## config.mk

```make
export PLATFORM = sky130hd
export DESIGN_NAME = gray_conv_seq
export DESIGN_NICKNAME = d
export VERILOG_FILES = /design/src/rtl/gray_conv_seq.sv
export SDC_FILE = /design/constraint.sdc
export NUM_CORES = 1
export LEC_CHECK = 0
export CAP_MARGIN = 20
export CORE_MARGIN = 5
export CORE_UTILIZATION = 57
export DETAILED_ROUTE_END_ITERATION = 16
export GPL_ROUTABILITY_DRIVEN = 0
export GPL_TIMING_DRIVEN = 0
export PLACE_DENSITY = 0.85
export SYNTH_ARGS = -nofsm -noshare
export SYNTH_HDL_FRONTEND = slang
export SYNTH_SLANG_ARGS = --single-unit
```

## constraint.sdc

```tcl
create_clock -name clk -period 4.2 [get_ports clk]
set_clock_uncertainty 0.1 [all_clocks]
set_input_delay 0.84 -clock clk [delete_from_list [all_inputs] [get_ports clk]]
set_output_delay 0.84 -clock clk [all_outputs]
set_load 0.02 [all_outputs]
```

## src/rtl/gray_conv_seq.sv

```systemverilog
// Handshaked binary<->Gray converter: binary->Gray in one cycle, Gray->binary
// resolved STEP bits per cycle MSB first, with a count of handed-off results.
module gray_conv_seq #(
    parameter int WIDTH = 8,
    parameter int STEP  = 1,
    parameter int CNT_W = 16
) (
    input  logic             clk,
    input  logic             rst,
    input  logic             EN,
    input  logic             gray_n,
    input  logic             in_valid,
    output logic             in_ready,
    input  logic [WIDTH-1:0] Din,
    output logic             out_valid,
    input  logic             out_ready,
    output logic [WIDTH-1:0] Dout,
    output logic [CNT_W-1:0] conv_cnt
);

    localparam int GROUPS = WIDTH / STEP;
    localparam int K_W    = (GROUPS > 1) ? $clog2(GROUPS) : 1;

    typedef enum logic [1:0] {IDLE, CONV, HOLD} state_t;

    state_t             r_state;
    state_t             w_state_nxt;
    logic [WIDTH-1:0]   r_g;
    logic [WIDTH-1:0]   r_b;
    logic [K_W-1:0]     r_k;
    logic [WIDTH-1:0]   r_dout;
    logic [CNT_W-1:0]   r_cnt;
    logic [WIDTH-1:0]   w_b_nxt;
    logic               w_accept;
    logic               w_last;

    assign in_ready  = (r_state == IDLE) && EN && !rst;
    assign out_valid = (r_state == HOLD);
    assign Dout      = r_dout;
    assign conv_cnt  = r_cnt;
    assign w_accept  = in_valid && in_ready;
    assign w_last    = (r_k == K_W'(GROUPS - 1));

    // NOTE: state registers use non-blocking assignments so every flop samples
    // pre-edge values; blocking here would create order-dependent races.
    always_ff @(posedge clk or posedge rst) begin
        if (rst) r_state <= IDLE;
        else     r_state <= w_state_nxt;
    end

    // NOTE: every always_comb output gets a default first, so no path leaves a
    // signal unassigned and no latch is inferred.
    always_comb begin
        w_state_nxt = r_state;
        case (r_state)
            IDLE:    if (w_accept)  w_state_nxt = gray_n ? CONV : HOLD;
            CONV:    if (w_last)    w_state_nxt = HOLD;
            HOLD:    if (out_ready) w_state_nxt = IDLE;
            default:                w_state_nxt = IDLE;
        endcase
    end

    // Bits above group k are already final in r_b; group k chains off them.
    always_comb begin : resolve
        logic v_hi;
        w_b_nxt = r_b;
        v_hi    = 1'b0;
        for (int i = WIDTH - 1; i >= 0; i--) begin
            if (((WIDTH - 1 - i) / STEP) == int'(r_k))
                w_b_nxt[i] = v_hi ^ r_g[i];
            v_hi = w_b_nxt[i];
        end
    end

    always_ff @(posedge clk or posedge rst) begin
        if (rst) begin
            r_g    <= '0;
            r_b    <= '0;
            r_k    <= '0;
            r_dout <= '0;
            r_cnt  <= '0;
        end else begin
            case (r_state)
                IDLE: begin
                    if (w_accept) begin
                        if (gray_n) begin
                            r_g <= Din;
                            r_b <= '0;
                            r_k <= '0;
                        end else begin
                            r_dout <= Din ^ (Din >> 1);
                        end
                    end
                end
                CONV: begin
                    r_b <= w_b_nxt;
                    r_k <= r_k + 1'b1;
                    if (w_last) r_dout <= w_b_nxt;
                end
                HOLD: begin
                    if (out_ready) r_cnt <= r_cnt + 1'b1;
                end
                default: ;
            endcase
        end
    end

endmodule

```

== Yosys cells after proc, flatten, opt, wreduce, memory -nomap -nowiden ==
Index checks and enable logic that the tools add are counted.

* Output and inout port bits: 26
* Input bits: 14
* Word-level logic and storage cells: 66
* Register bits: 45

* Add/sub/neg operators: 2
* Eq/ne operators: 15
* Reduce and logical (&&, ||, !) cells: 12
* Mux-type cells: 23
* Bitwise gates (word level): 8

{| class="wikitable"
|+ Operators by type and width
! kind !! count
|-
| 8-bit two-way mux || 5
|-
| 8-bit case mux with 2 select lines || 2
|-
| 16-bit by 1-bit adder with 16-bit output (second input constant) || 1
|-
| 3-bit equality test (first input constant) || 4
|-
| 3-bit AND reduction || 3
|-
| 1-bit two-way mux || 8
|-
| 2-bit two-way mux || 4
|-
| 2-bit inequality test (second input constant) || 4
|-
| 8-bit by 7-bit bitwise XOR with 8-bit output || 1
|-
| 1-bit bitwise XOR || 7
|-
| 2-bit by 3-bit equality test with 1-bit output (first input constant) || 2
|-
| 3-bit two-way mux || 2
|-
| 2-bit case mux with 3 select lines || 1
|-
| 3-bit case mux with 2 select lines || 1
|-
| 4-bit AND reduction || 1
|-
| 3-bit by 1-bit adder with 3-bit output (second input constant) || 1
|-
| 1-bit by 3-bit equality test with 1-bit output (first input constant) || 1
|-
| 3-bit equality test (second input constant) || 1
|-
| 1-bit logical AND || 3
|-
| 3-bit logical NOT || 1
|-
| 2-bit by 1-bit equality test with 1-bit output (second input constant) || 1
|-
| 2-bit equality test (second input constant) || 1
|-
| 2-bit logical NOT || 1
|-
| 2-bit by 1-bit inequality test with 1-bit output (second input constant) || 1
|-
| 3 further kinds || 3
|}

== Depth between registers and ports, before layout ==
Gate-level depths: netlist of run 1.

* Depth after elaboration: 18
* Gate-level depth with buffers: 11
* Mapped depth without buffers: 11

== Worst setup path before layout of run 1 ==
No wires, ideal clock.

* Kind: input-to-output
* Start: in rst
* End: out in_ready
* Data arrival time: 2.537 ns
* Setup slack: 0.723 ns
* Cell stages on the path: 3
* Cell sequence: inv_1 nand2_1 nor3_1

* Cells in the longest elaborated chain, start to end: 2

{| class="wikitable"
|+ Ends and longest elaborated chain
! element !! line !! RTL
|-
| from (decl) || 9 || <nowiki>input logic rst,</nowiki>
|-
| 1-bit logical NOT (no source line) || - ||
|-
| 1-bit logical AND || 37 || <nowiki>assign in_ready = (r_state == IDLE) && EN && !rst;</nowiki>
|-
| to (decl) || 13 || <nowiki>output logic in_ready,</nowiki>
|}

Every way passes these cells.

== Worst setup path after layout of run 1 ==
Same ends and word-level chain as after synthesis.

==> results by group, run 1 <==
Global routing
  • Tot GR Track Use: 21.35%
  • GR Util met1: 30.14%
  • Total grt overflow: 0
  • Vias in the first global route: approximately 1,900
  • Grt met3 use: approximately 4.3%
  • Largest net degree at the start of global routing: 26
  • Met2 usage: 33.27%
  • First-pass GRT wire length: 9045 microns
  • Gr busiest metal: met2
  • Initial antenna violation count: 0

Clocking
  • Post_cts resized: 0
  • Post-CTS setup repair buffer count: 0
  • Hold_buf cts: 0
  • CTS tree: built
  • H-tree Lvls: 2
  • Reg clk slew, reported paths: 0.09 ns
  • CTS Buf Count: 5
  • Max Root-Sink Buffers: 2
  • CTS Root Cell: clkbuf_8
  • Clock sinks: 45
  • Worst skew pair latency: about 0.30 ns

Drt
  • Starting DRT DRC Count: 178
  • Vias: 1,992
  • DR pass1 iterations: 4
  • Avg WL per Cell: 15.36 microns
  • Vias per inst: around 5.6
  • # DRC: 0
  • Final ANT Viol Nets: 0
  • Total Wirelength: 5438 microns

Timing
  • Worst-Margin Slew: 0.5435 ns
  • Slew headroom: 63.76%
  • RSZ-0062 raised after global routing: no
  • Final WS setup: roughly 0.60 ns
  • Final hold slack: 0.3763 ns
  • Max Freq: 277.7 MHz
  • Setup violators final: 0
  • Fin crit period: 3.601 ns
  • Slew Limit Fails: 0
  • Final Cycle Share: a little under nine tenths
  • Final Hold Fails: 0

Synth
  • Mapped Cells: 256
  • YS warnings: 0
  • Post-synth top area cell: dfrtp_1
  • Seq cells post-synth: 45
  • Synth cell types: 43
  • Synth cell count leaders: nand2_1, dfrtp_1, xnor2_1
  • Synth area leaders: dfrtp_1, nand2_1, xnor2_1
  • Top_reg_cell synth: dfrtp_1
  • Mapped Area: between 2000 and 2500 sq um
  • Sequential fraction of the synthesis area: 46.83%
  • Synthesized area per cell: 9.394 sq um
  • Post-Syn Nets: between 200 and 300
  • Top-area cell type share of the netlist area: 46.83%
  • Top-count cell post-synth: nand2_1
  • Post-synth EDFFs: 0
  • Ys async rst share: 100.0%

Finish
  • FF/Latch Area: 1126 sq um
  • Antenna diodes: 0
  • Multi-input gate area: about 1200 sq um
  • P&R area growth vs syn: 23.15%
  • Ratio of cells with drive above 1 in the final layout: 5.921%
  • Fillers: 304
  • Final non-filler cell total: between 300 and 400
  • Layout Nets: about 320

Place
  • Number of port buffers: 39
  • Final HPWL DP: 4039 microns
  • Cells after DPL: 346
  • Setup Slack @ Placement: 0.5691 ns

Power and ir drop
  • Leak pwr: 1.339 nW
  • Cell area power density: 567.9 nW/um^2
  • VDD IR max: roughly 450 uV

Die
  • Row count: 23
  • I/O pin cnt: 40
  • Die Ht: 74.96 microns
  • Width of the chip: 74.96 microns
  • Core area: 4058 sq um
  • Die area: around 5600 sq um
  • Initial Utilization: 59.27%

Worst setup path
  • Crit path max fanout: 22
  • CP Launch Type: input port
  • CP Capture Type: output pin
  • Critical Path AT: between 2 and 3 ns
  • R2r worst-path depth: 11
  • Critical path required time: 3.26 ns
  • Crit Path Class: input port to output pin

Outcome
  • Status: complete, no violations

Worst hold path
  • Hold Crit Depth: 1
  • Hold Path Class: flip-flop to flip-flop

Job
  • MaxCap Viol Count: 0
[power by group]
| group | internal, W | switching (W) |
|---|---|---|
| Combinational | 0.000329 | 0.000392 |
| Sequential | 0.000567 | 0.000127 |
| Clock | 0.000118 | 0.000149 |
| Total | 0.00101 | 0.000668 |
[worst max-delay path, cell delays in order]
cell and delay (ns):
clkdlybuf4s50_1 0.41, inv_2 0.35, nand2_1 0.13, nor3_1 0.26, clkdlybuf4s50_1 0.67
[cell type report]
| cell class | instances | area share, % |
|---|---|---|
| repair buffers | 40 | 13.86 |
| flip-flops and latches | 45 | 38.02 |
| plain buffers | 7 | 1.183 |
| clock inverters | 1 | 0.2535 |
| well taps | 50 | 2.112 |
| inverters | 7 | 0.8872 |
| clock buffers | 7 | 2.577 |
| multi-input cells | 197 | 41.11 |
[path summary, 6_finish.rpt]
check / start / to / slack [ns]
min in group asynchronous: rst / conv_cnt[1] / 0.76
max in group asynchronous: rst / r_g[0] / 2.76
hold reg to reg: conv_cnt[15] / conv_cnt[15] / 0.38
setup reg to reg: r_k[1] / Dout[2] / 1.04
hold / removal: conv_cnt[15] / conv_cnt[15] / 0.38
setup / recovery: rst / in_ready / 0.60
[through the flow]
stage	TNS (ns)	utilization [%]	total power, W	instance area, sq um
detailed placement	0	70.92	0.001416	2878
CTS	0	72.99	0.001686	2962
finish	0	72.99	0.001682	2962
global route	0	72.99	0.001801	2962
floorplan	0	-	0.001161	2405
global placement	-0.4662	70.43	0.001387	2858
[registers in the layout, indices dropped and copies added, names as in the netlist]
register,cells
conv_cnt,16
r_b,8
r_state,2
r_k,3
Dout,8
r_g,8
[kinds of logic (layout without fill, tap and decap cells)]
family	after synthesis	after routing	share of synthesized area (%)
compound gates	38	38	10.41
mux	8	8	3.486
fa+ha+maj	7	7	3.642
xor+xnor	24	24	8.741
simple gates	120	120	24.35
buf+inv	14	62	2.549
flops	45	45	46.83
[metal layers]
layer / vias to the layer above / share of wire [%]
li1: 980 / -
met3: 7 / 4.3
met5: - / 0
met1: 957 / 47
met4: 0 / 1.3
met2: 48 / 47
[cell usage in the layout (no fill, tap or decap), types with 9 or more instances in the layout]
cell             instances
nand2_1                 57
xor2_1                   9
xnor2_1                 15
nor2_1                  13
o21ai_0                 14
dfrtp_1                 45
nand3_1                 12
clkdlybuf4s50_1         39
No activity file was read; power rests on OpenSTA's default activity.
==> run 2: changes to the inputs <==
--- a/config.mk
+++ b/config.mk
@@ -8,6 +8,7 @@
 export CAP_MARGIN = 20
 export CORE_MARGIN = 5
 export CORE_UTILIZATION = 57
+export CTS_CLUSTER_SIZE = 28
 export DETAILED_ROUTE_END_ITERATION = 16
 export GPL_ROUTABILITY_DRIVEN = 0
 export GPL_TIMING_DRIVEN = 0
==> results of run 2 <==
The final DEF is identical to that of run 1; final timing and power are the same.
